[config.mk]
export PLATFORM = sky130hd
export DESIGN_NAME = serial_scomp_to_thermometer
export DESIGN_NICKNAME = d
export VERILOG_FILES = /design/src/rtl/scomp_conv_pkg.sv /design/src/rtl/scomp_to_therm_decode.sv /design/src/rtl/serial_scomp_to_thermometer.sv
export SDC_FILE = /design/constraint.sdc
export NUM_CORES = 1
export LEC_CHECK = 0
export CORE_MARGIN = 4
export CORE_UTILIZATION = 40
export DETAILED_ROUTE_END_ITERATION = 8
export MAX_ROUTING_LAYER = met4
export PLACE_DENSITY = 0.64
export SLEW_MARGIN = 20
export SYNTH_ARGS = -nofsm -noshare
export SYNTH_HDL_FRONTEND = slang
export SYNTH_HIERARCHICAL = 1
export SYNTH_SLANG_ARGS = --single-unit
[constraint.sdc]
create_clock -name clk -period 6.6 [get_ports clk]
set_clock_uncertainty 0.2 [all_clocks]
set_input_delay 0.66 -clock clk [delete_from_list [all_inputs] [get_ports clk]]
set_output_delay 0.66 -clock clk [all_outputs]
set_load 0.005 [all_outputs]
[src/rtl/scomp_conv_pkg.sv]
// Shared types and helpers for the serial two's-complement to thermometer receive path.
package scomp_conv_pkg;

  localparam int WIDTH_DEF   = 5;
  localparam int THERM_W_DEF = 2 ** (WIDTH_DEF - 1);

  typedef enum logic {
    IDLE  = 1'b0,
    SHIFT = 1'b1
  } state_t;

  // Bit i is set when i < mag, so mag = 2**(WIDTH-1) lights every bit.
  function automatic logic [THERM_W_DEF-1:0] mag_to_therm(input logic [WIDTH_DEF-1:0] mag);
    logic [THERM_W_DEF-1:0] t;
    t = '0;
    for (int i = 0; i < THERM_W_DEF; i++) begin
      t[i] = (i < int'(mag));
    end
    return t;
  endfunction

endpackage

[src/rtl/scomp_to_therm_decode.sv]
// Combinational decode of a two's-complement word into sign, magnitude and thermometer code.
// Zero latency; no flow control.
module scomp_to_therm_decode
  import scomp_conv_pkg::*;
#(
  parameter int WIDTH   = WIDTH_DEF,
  parameter int THERM_W = 2 ** (WIDTH - 1)
) (
  input  logic [WIDTH-1:0]   word_i,
  output logic               sign_o,
  output logic [WIDTH-1:0]   mag_o,
  output logic [THERM_W-1:0] therm_o
);

  // The most negative word negates to itself, which read unsigned is 2**(WIDTH-1).
  assign sign_o  = word_i[WIDTH-1];
  assign mag_o   = sign_o ? ((~word_i) + WIDTH'(1)) : word_i;
  assign therm_o = mag_to_therm(mag_o);

endmodule

[src/rtl/serial_scomp_to_thermometer.sv]
// Deserializes LSB-first two's-complement words and registers their sign/magnitude/thermometer decode.
// Outputs load on the edge sampling the MSB; in_valid low stalls the word in place, no backpressure.
module serial_scomp_to_thermometer
  import scomp_conv_pkg::*;
#(
  parameter int WIDTH   = WIDTH_DEF,
  parameter int THERM_W = 2 ** (WIDTH - 1)
) (
  input  logic               clk,
  input  logic               rst,
  input  logic               in_valid,
  input  logic               in_first,
  input  logic               in_bit,
  output logic               out_valid,
  output logic [WIDTH-1:0]   out_word,
  output logic               out_sign,
  output logic [WIDTH-1:0]   out_mag,
  output logic [THERM_W-1:0] out_therm,
  output logic               frame_err
);

  localparam int CNT_W = $clog2(WIDTH);
  localparam logic [CNT_W-1:0] LAST = CNT_W'(WIDTH - 1);

  state_t             state_q, state_d;
  logic [CNT_W-1:0]   cnt_q, cnt_d;
  logic [WIDTH-1:0]   sreg_q, sreg_d;
  logic               done_d, err_d;

  logic               out_valid_q, frame_err_q, out_sign_q;
  logic [WIDTH-1:0]   out_word_q, out_mag_q;
  logic [THERM_W-1:0] out_therm_q;

  logic               dec_sign;
  logic [WIDTH-1:0]   dec_mag;
  logic [THERM_W-1:0] dec_therm;

  // Decode the next-state shift register so the completing MSB is already included.
  scomp_to_therm_decode #(
    .WIDTH   (WIDTH),
    .THERM_W (THERM_W)
  ) u_decode (
    .word_i  (sreg_d),
    .sign_o  (dec_sign),
    .mag_o   (dec_mag),
    .therm_o (dec_therm)
  );

  always_comb begin
    state_d = state_q;
    cnt_d   = cnt_q;
    sreg_d  = sreg_q;
    done_d  = 1'b0;
    err_d   = 1'b0;
    unique case (state_q)
      IDLE: begin
        if (in_valid && in_first) begin
          sreg_d    = '0;
          sreg_d[0] = in_bit;
          cnt_d     = CNT_W'(1);
          state_d   = SHIFT;
        end
      end
      SHIFT: begin
        if (in_valid) begin
          if (in_first) begin
            err_d     = 1'b1;
            sreg_d    = '0;
            sreg_d[0] = in_bit;
            cnt_d     = CNT_W'(1);
          end else begin
            sreg_d[cnt_q] = in_bit;
            if (cnt_q == LAST) begin
              done_d  = 1'b1;
              cnt_d   = '0;
              state_d = IDLE;
            end else begin
              cnt_d = cnt_q + CNT_W'(1);
            end
          end
        end
      end
      default: state_d = IDLE;
    endcase
  end

  always_ff @(posedge clk) begin
    if (rst) begin
      state_q <= IDLE;
      cnt_q   <= '0;
      sreg_q  <= '0;
    end else begin
      state_q <= state_d;
      cnt_q   <= cnt_d;
      sreg_q  <= sreg_d;
    end
  end

  always_ff @(posedge clk) begin
    if (rst) begin
      out_valid_q <= 1'b0;
      frame_err_q <= 1'b0;
      out_word_q  <= '0;
      out_sign_q  <= 1'b0;
      out_mag_q   <= '0;
      out_therm_q <= '0;
    end else begin
      out_valid_q <= done_d;
      frame_err_q <= err_d;
      if (done_d) begin
        out_word_q  <= sreg_d;
        out_sign_q  <= dec_sign;
        out_mag_q   <= dec_mag;
        out_therm_q <= dec_therm;
      end
    end
  end

  assign out_valid = out_valid_q;
  assign frame_err = frame_err_q;
  assign out_word  = out_word_q;
  assign out_sign  = out_sign_q;
  assign out_mag   = out_mag_q;
  assign out_therm = out_therm_q;

endmodule

==> flow_summary.ini <==
[critical_path]
cp_slowest_stage_delay_ns = 0.73
cp_max_fo = 13
crit_path_end_kind = flip-flop
path_class = input pin to flip-flop
startpoint_type = input pin
ff2ff_path_depth = 12
cpLargestDelayFamily = compound AO/OA/AOI/OAI gates
worst-r2r-setup-slack_ns = 3.30
cp.arrival_ns = 3.74
path_cells = clkdlybuf4s50_1 > and2_1 > mux2_2 > inv_1 > o22ai_1 > inv_1 > ha_1 > nand2b_4 > o311a_1 > nand2b_1 > a21oi_1 > nand2_1 > a21oi_1
path_depth = 13
crit_required_ns = 6.63
path_buf_inv = 3
slowest_stage = clkdlybuf4s50_1

[detailed_routing]
wl_um = 4260
ant_nets = 0
avgRoutedWirePerCell_um = 12.4
drc = 0
drtPass1Iterations = 4
viasPerCell = 4.94
drt_iter0_drc = 94
vias = 1703

[timing]
setup_tns_ns = 0
maxSlewHeadroom = 0.419
max_freq_mhz = 270
timing.final.crit_period_ns = 3.71
setup-violations-final = 0
hold_violations = 0
tightestPinTransition_ns = 0.872
drv_slew = 0
rsz0062_at_grt = false
timing.final.ws_setup_ns = 2.89
post-route-period-util = 0.562

[global_routing]
grt_pass1_vias = 1605
grt_pass1_wl_um = 7530
grt_max_degree = 40
track_usage = 0.156
grt.overflow.total = 0
antenna_found_initial = 0

[logic_synthesis]
syn_area_um2 = 2000
ys.flop_type = dfxtp_1
yosysSeqAreaShare = 0.381
synthTopCellsByArea = dfxtp_1, nand2_1, a21oi_1
yosysWarnings = 6
synth_seq_cells = 38
ys_async_sr_fraction = 0
synth_top_cell_by_area = dfxtp_1
synthDistinctLibCells = 48
syn_avg_cell_area_um2 = 7.86
synth_top_area_share = 0.381
synth_edf_count = 0
syn_inst = 254
mappedNetlistNets = 262

[place]
port_buffers = 33
dp.final_hpwl_um = 2840
pre_cts_slack_ns = 2.64
gp_congestion = 0.848
dp_cells = 337

[cells_and_area]
final_common_cell = nand2_1
diodes = 0
syn_to_final_growth_pct = 22.3
multi_input_area_um2 = 1040
final_layout_size_suffix_gt1_frac = 0.0935
nets = 285
final_core_util = 0.510
register_area_um2 = 761
n_fill_cell = 470
final_cell_mix = nand2_1, dfxtp_1, clkdlybuf4s50_1, a21oi_1, nor2_1
final_cells = 345

[die]
die-area_um2 = 6180
ios = 34
coreArea_um2 = 4790
initial_core_util = 0.417
num_rows = 25
die_y_um = 78.6
dieWidth_um = 78.6

[power]
p_int_mw = 0.402
sw_frac_of_total = 0.203
pwr-share-comb = 0.053
power_density_nw_per_um2 = 207
p_seq_frac = 0.462
p_leak_nw = 0.872
p_clk_frac = 0.485
netSwitchingPower_mw = 0.103
peakVddDrop_v = 0.000128

[worst_hold_path]
hold_path.class = flip-flop to flip-flop
holdPathStages = 2

[clock_network]
cts_root_buffer = clkbuf_8
cts_sinks = 38
cts-htree-levels = 2
cts_buffer_depth = 2
cts.repair.resized = 0
clk_latency_ns = 0.29
cts_setup_buffers = 0
cts_buffers = 5
clk_pin_slew_worst_paths_ns = 0.07
tritoncts = done
cts-hold-fix-buffers = 0

[run_status]
run_status = finished clean

[run]
drv_cap = 0
[worst reg2reg max path: cells and delay by family (launching register included)]
family | cells | cell delay [ns]
compound gates | 4 | 1.09
flops | 1 | 0.55
buf+inv | 2 | 0.16
fa+ha+maj | 1 | 0.31
simple gates | 4 | 0.71
mux | 1 | 0.23
[state kept, by name (all words and copies together), names as in the netlist]
name	cells
out_mag	5
frame_err	1
out_valid	1
out_sign	1
out_therm	16
state_q	1
out_word	5
cnt_q	3
sreg_q	5
[worst paths after layout]
path / endpoint / start
worst min-delay path: out_word[3]$_SDFFE_PP0P_ / out_word[3]$_SDFFE_PP0P_
worst min register to register: out_word[3]$_SDFFE_PP0P_ / out_word[3]$_SDFFE_PP0P_
worst max-delay path: out_therm[14]$_SDFFE_PP0P_ / in_valid
worst max register to register: out_therm[14]$_SDFFE_PP0P_ / cnt_q[2]$_SDFFE_PP0P_
[area by class of cell]
| cell class | count | area share |
|---|---|---|
| multi-input combinational | 183 | 0.428 |
| timing repair buffer | 38 | 0.151 |
| clock inverter | 2 | 0.0246 |
| sequential | 38 | 0.312 |
| clock buffer | 6 | 0.0338 |
| tap | 67 | 0.0344 |
| inverter | 11 | 0.0169 |
[per-layer routing]
metal	part of all wire	vias up	track usage	wire, µm
met2	0.44	22	0.234	1870
met5	0	-	-	0
met1	0.51	773	0.199	2150
met3	0.037	5	0.0424	158
li1	-	903	-	-
met4	0.017	0	0.0629	74
[per-stage QoR]
step | hold WS [ns] | power [mW] | instance area, µm²
6_report | 0.253 | 0.504 | 2440
5_1_grt | 0.280 | 0.528 | 2440
4_1_cts | 0.257 | 0.511 | 2440
3_5_place_dp | 0.248 | 0.265 | 2300
3_3_place_gp | 0.241 | 0.264 | 2300
2_1_floorplan | 0.228 | 0.259 | 2000
[kinds of logic (layout without fill, tap and decap cells)]
group	Yosys count	in the layout	share of synthesized area
and+or+nand+nor	108	108	0.271
AOI/OAI and AO/OA	64	64	0.192
DFF	38	38	0.381
buffers and inverters	33	57	0.0959
muxes	6	6	0.0313
adders and majority gates	3	3	0.0188
xor gates and xnor gates	2	2	0.00878
[synthesized netlist by cell type, types with 3 or more instances]
library cell / n
nand2_1: 58
dfxtp_1: 38
a21oi_1: 32
nor2_1: 14
o21ai_0: 12
inv_1: 11
buf_4: 6
buf_2: 5
buf_6: 5
clkbuf_1: 5
nor2b_1: 5
mux2i_1: 4
nand3b_1: 4
ha_1: 3
nand2_2: 3
nand2b_1: 3
nand3_1: 3
o22a_1: 3
o22ai_1: 3
[power groups by stage]
stage	combinational (mW)	clock (mW)	sequential [mW]
6_report	0.0266	0.245	0.233
5_1_grt	0.0295	0.265	0.234
4_1_cts	0.0266	0.252	0.233
3_5_place_dp	0.0265	0	0.238
3_3_place_gp	0.0262	0	0.238
2_1_floorplan	0.0218	0	0.237
Note: power is estimated with default switching activity, not from simulation.
==> RTL change (config.mk and constraints unchanged) <==
Register the output `out_sign` once more; this adds one clock of latency there. The other outputs are not delayed to match.
--- a/src/rtl/serial_scomp_to_thermometer.sv
+++ b/src/rtl/serial_scomp_to_thermometer.sv
@@ -119,7 +119,13 @@
   assign out_valid = out_valid_q;
   assign frame_err = frame_err_q;
   assign out_word  = out_word_q;
-  assign out_sign  = out_sign_q;
+  always_ff @(posedge clk) begin
+    if (rst) begin
+      out_sign <= '0;
+    end else begin
+      out_sign <= out_sign_q;
+    end
+  end
   assign out_mag   = out_mag_q;
   assign out_therm = out_therm_q;
 
Behaviour: not the same (Yosys sat finds a counterexample within 10 cycles, from zero or initial values and one cycle with rst high).
==> RTL change against the original RTL <==
- cell count shrank 0.87%
- total power shrank 17%
- final area shrank 1.9%
- routed wire length grew 1.1%
- sequential cell count grew 1
- combinational power grew 2%
- setup slack lost 0.023 ns
- area after synthesis grew 0.63%
==> RTL change: results (changes against the original RTL) <==
- Status: completed
- Reg-to-Reg Start: cnt_q[2]
- Post-Syn Nets: 261 (-0.38%)
- Skew-Pair Late Insertion Delay: between 0.2 and 0.3 ns
- R2r endpoint: out_therm[14]
- Drt first pass iters: 5 (+1)
- Sequential-to-total area share from yosys stat: 38.9% (+0.76 points)
- Min-Delay Path Depth: 2 (unchanged)
- Diodes inserted: 0 (unchanged)
- Synth top cells by count: nand2_1 (58), dfxtp_1 (39), a21oi_1 (30)
- I/O Buffers: 33 (unchanged)
- Area contributors post-synth: dfxtp_1 (39%), nand2_1 (11%), a21oi_1 (7.5%)
- Tightest Pin Transition: 0.734 ns (-0.139 ns)
- Reg2Reg Depth: 12 (unchanged)
- RePlAce Congestion: 0.890 (+5.0%)
- First-pass GRT wire length: 7.38 mm (-2.1%)
- FFs w/ async S/R, synth: 0% (unchanged)
- Min-delay src: out_sign_q
- H-tree levels: 2 (unchanged)
- Max VDD drop: 0.0841 mV (-34%)
- Crit path DAT: 3.75 ns (about the same)
- HPWL Detailed: 2.84 mm (about the same)
- Drt wl/cell: 12.6 µm (+2.0%)
- Sw Share: 23.4% (+3.1 points)
- Synth unique cells: 51 (+6.3%)
- Fillers: 485 (+3.2%)
- Num CTS Buffers: 5 (unchanged)
- Antenna violations before repair: 0 (unchanged)
- Max FFs per register: 16 (unchanged)
- Largest net degree at the start of global routing: 41 (+2.5%)
- DR iter-0 viols: 76 (-19%)
- Post-CTS Setup Bufs: 0 (unchanged)
- Synthesis Warnings: 6 (unchanged)
- Root cell of the clock tree: clkbuf_8
- Hold EP: out_sign_q
- Static leakage: 0.869 nW (-0.35%)
- R2r setup slk: 3.26 ns (-0.04 ns)
- Hold Crit Class: reg -> reg
- CP Max Fanout: 13 (unchanged)
- Share of post-route cells with drive strength above 1: 8.00% (-1.4 points)
- Tot GR Track Use: 15.0% (-0.60 points)
- Net count, final: 282 (-1.1%)
- Post-cts sizing count: 0 (unchanged)
- Vias in the first global route: 1575 (-1.9%)
- Routed vias/inst: 5.07 (+2.7%)
- CTS clock-pin slew for the worst setup and hold paths: 0.07 ns (about the same)
- Clock tree buffer depth: 2 (unchanged)
==> RTL change: layout make-up <==
class                   instances  share of cell area, %
clock buffers                   7                   3.19
clock inverters                 1                  0.209
inverters                      11                   1.73
multi-input cells             182                   44.3
flip-flops and latches         39                   32.6
well taps                      67                   3.50
repair buffers                 35                   14.4
==> RTL change: worst max-delay path by stage <==
stage | start | to | cells after the start
CTS | in_valid | out_therm[14] | 13
global route | in_valid | out_therm[14] | 13
finish | in_valid | out_therm[14] | 13
global placement | in_valid | out_therm[14] | 13
detailed placement | in_valid | out_therm[14] | 13
floorplan | in_first | out_therm[0] | 13
==> RTL change: cell families (layout without fill, tap and decap cells) <==
| group | after synthesis | after routing | share of synthesized area [%] |
|---|---|---|---|
| muxes | 6 | 6 | 3.12 |
| and+or+nand+nor | 112 | 112 | 28.5 |
| buffers and inverters | 32 | 54 | 8.66 |
| AOI/OAI and AO/OA | 59 | 59 | 18.1 |
| xor gates and xnor gates | 2 | 2 | 0.872 |
| adders and majority gates | 3 | 3 | 1.87 |
| DFF | 39 | 39 | 38.9 |
==> RTL change: power groups by stage <==
| stage | clock (mW) | sequential, mW | combinational, mW |
|---|---|---|---|
| floorplan | 0 | 0.243 | 0.0215 |
| global placement | 0 | 0.244 | 0.0264 |
| detailed placement | 0 | 0.244 | 0.0265 |
| CTS | 0.160 | 0.239 | 0.0268 |
| global route | 0.168 | 0.239 | 0.0297 |
| finish | 0.153 | 0.239 | 0.0270 |
==> RTL change: metrics by stage <==
stage | hold slack, ns | instance area (µm²) | setup WS, ns | utilization [%] | cells
floorplan | 0.228 | 2010 | 3.59 | - | 253
global placement | 0.241 | 2300 | 2.71 | 48.2 | 334
detailed placement | 0.244 | 2300 | 2.63 | 48.2 | 334
CTS | 0.254 | 2390 | 2.91 | 49.9 | 342
global route | 0.277 | 2390 | 2.64 | 50.0 | 342
finish | 0.251 | 2390 | 2.87 | 50.0 | 342
==> RTL change: per-layer routing <==
layer / track usage [%] / vias up / share of wire, %
met1: 20.5 / 805 / 53
met2: 21.9 / 29 / 43
met3: 2.95 / 6 / 3.6
met4: 6.19 / 0 / 1.3
li1: - / 893 / -
met5: - / - / 0
==> RTL change: critical path: stages <==
cell,delay [ns]
clkdlybuf4s50_1,0.69
and2_1,0.21
mux2_2,0.16
inv_1,0.05
o22ai_1,0.50
inv_1,0.10
ha_1,0.32
nand2b_4,0.19
o311a_1,0.35
nand2b_1,0.17
a21oi_1,0.16
nand2_1,0.06
a21oi_1,0.11
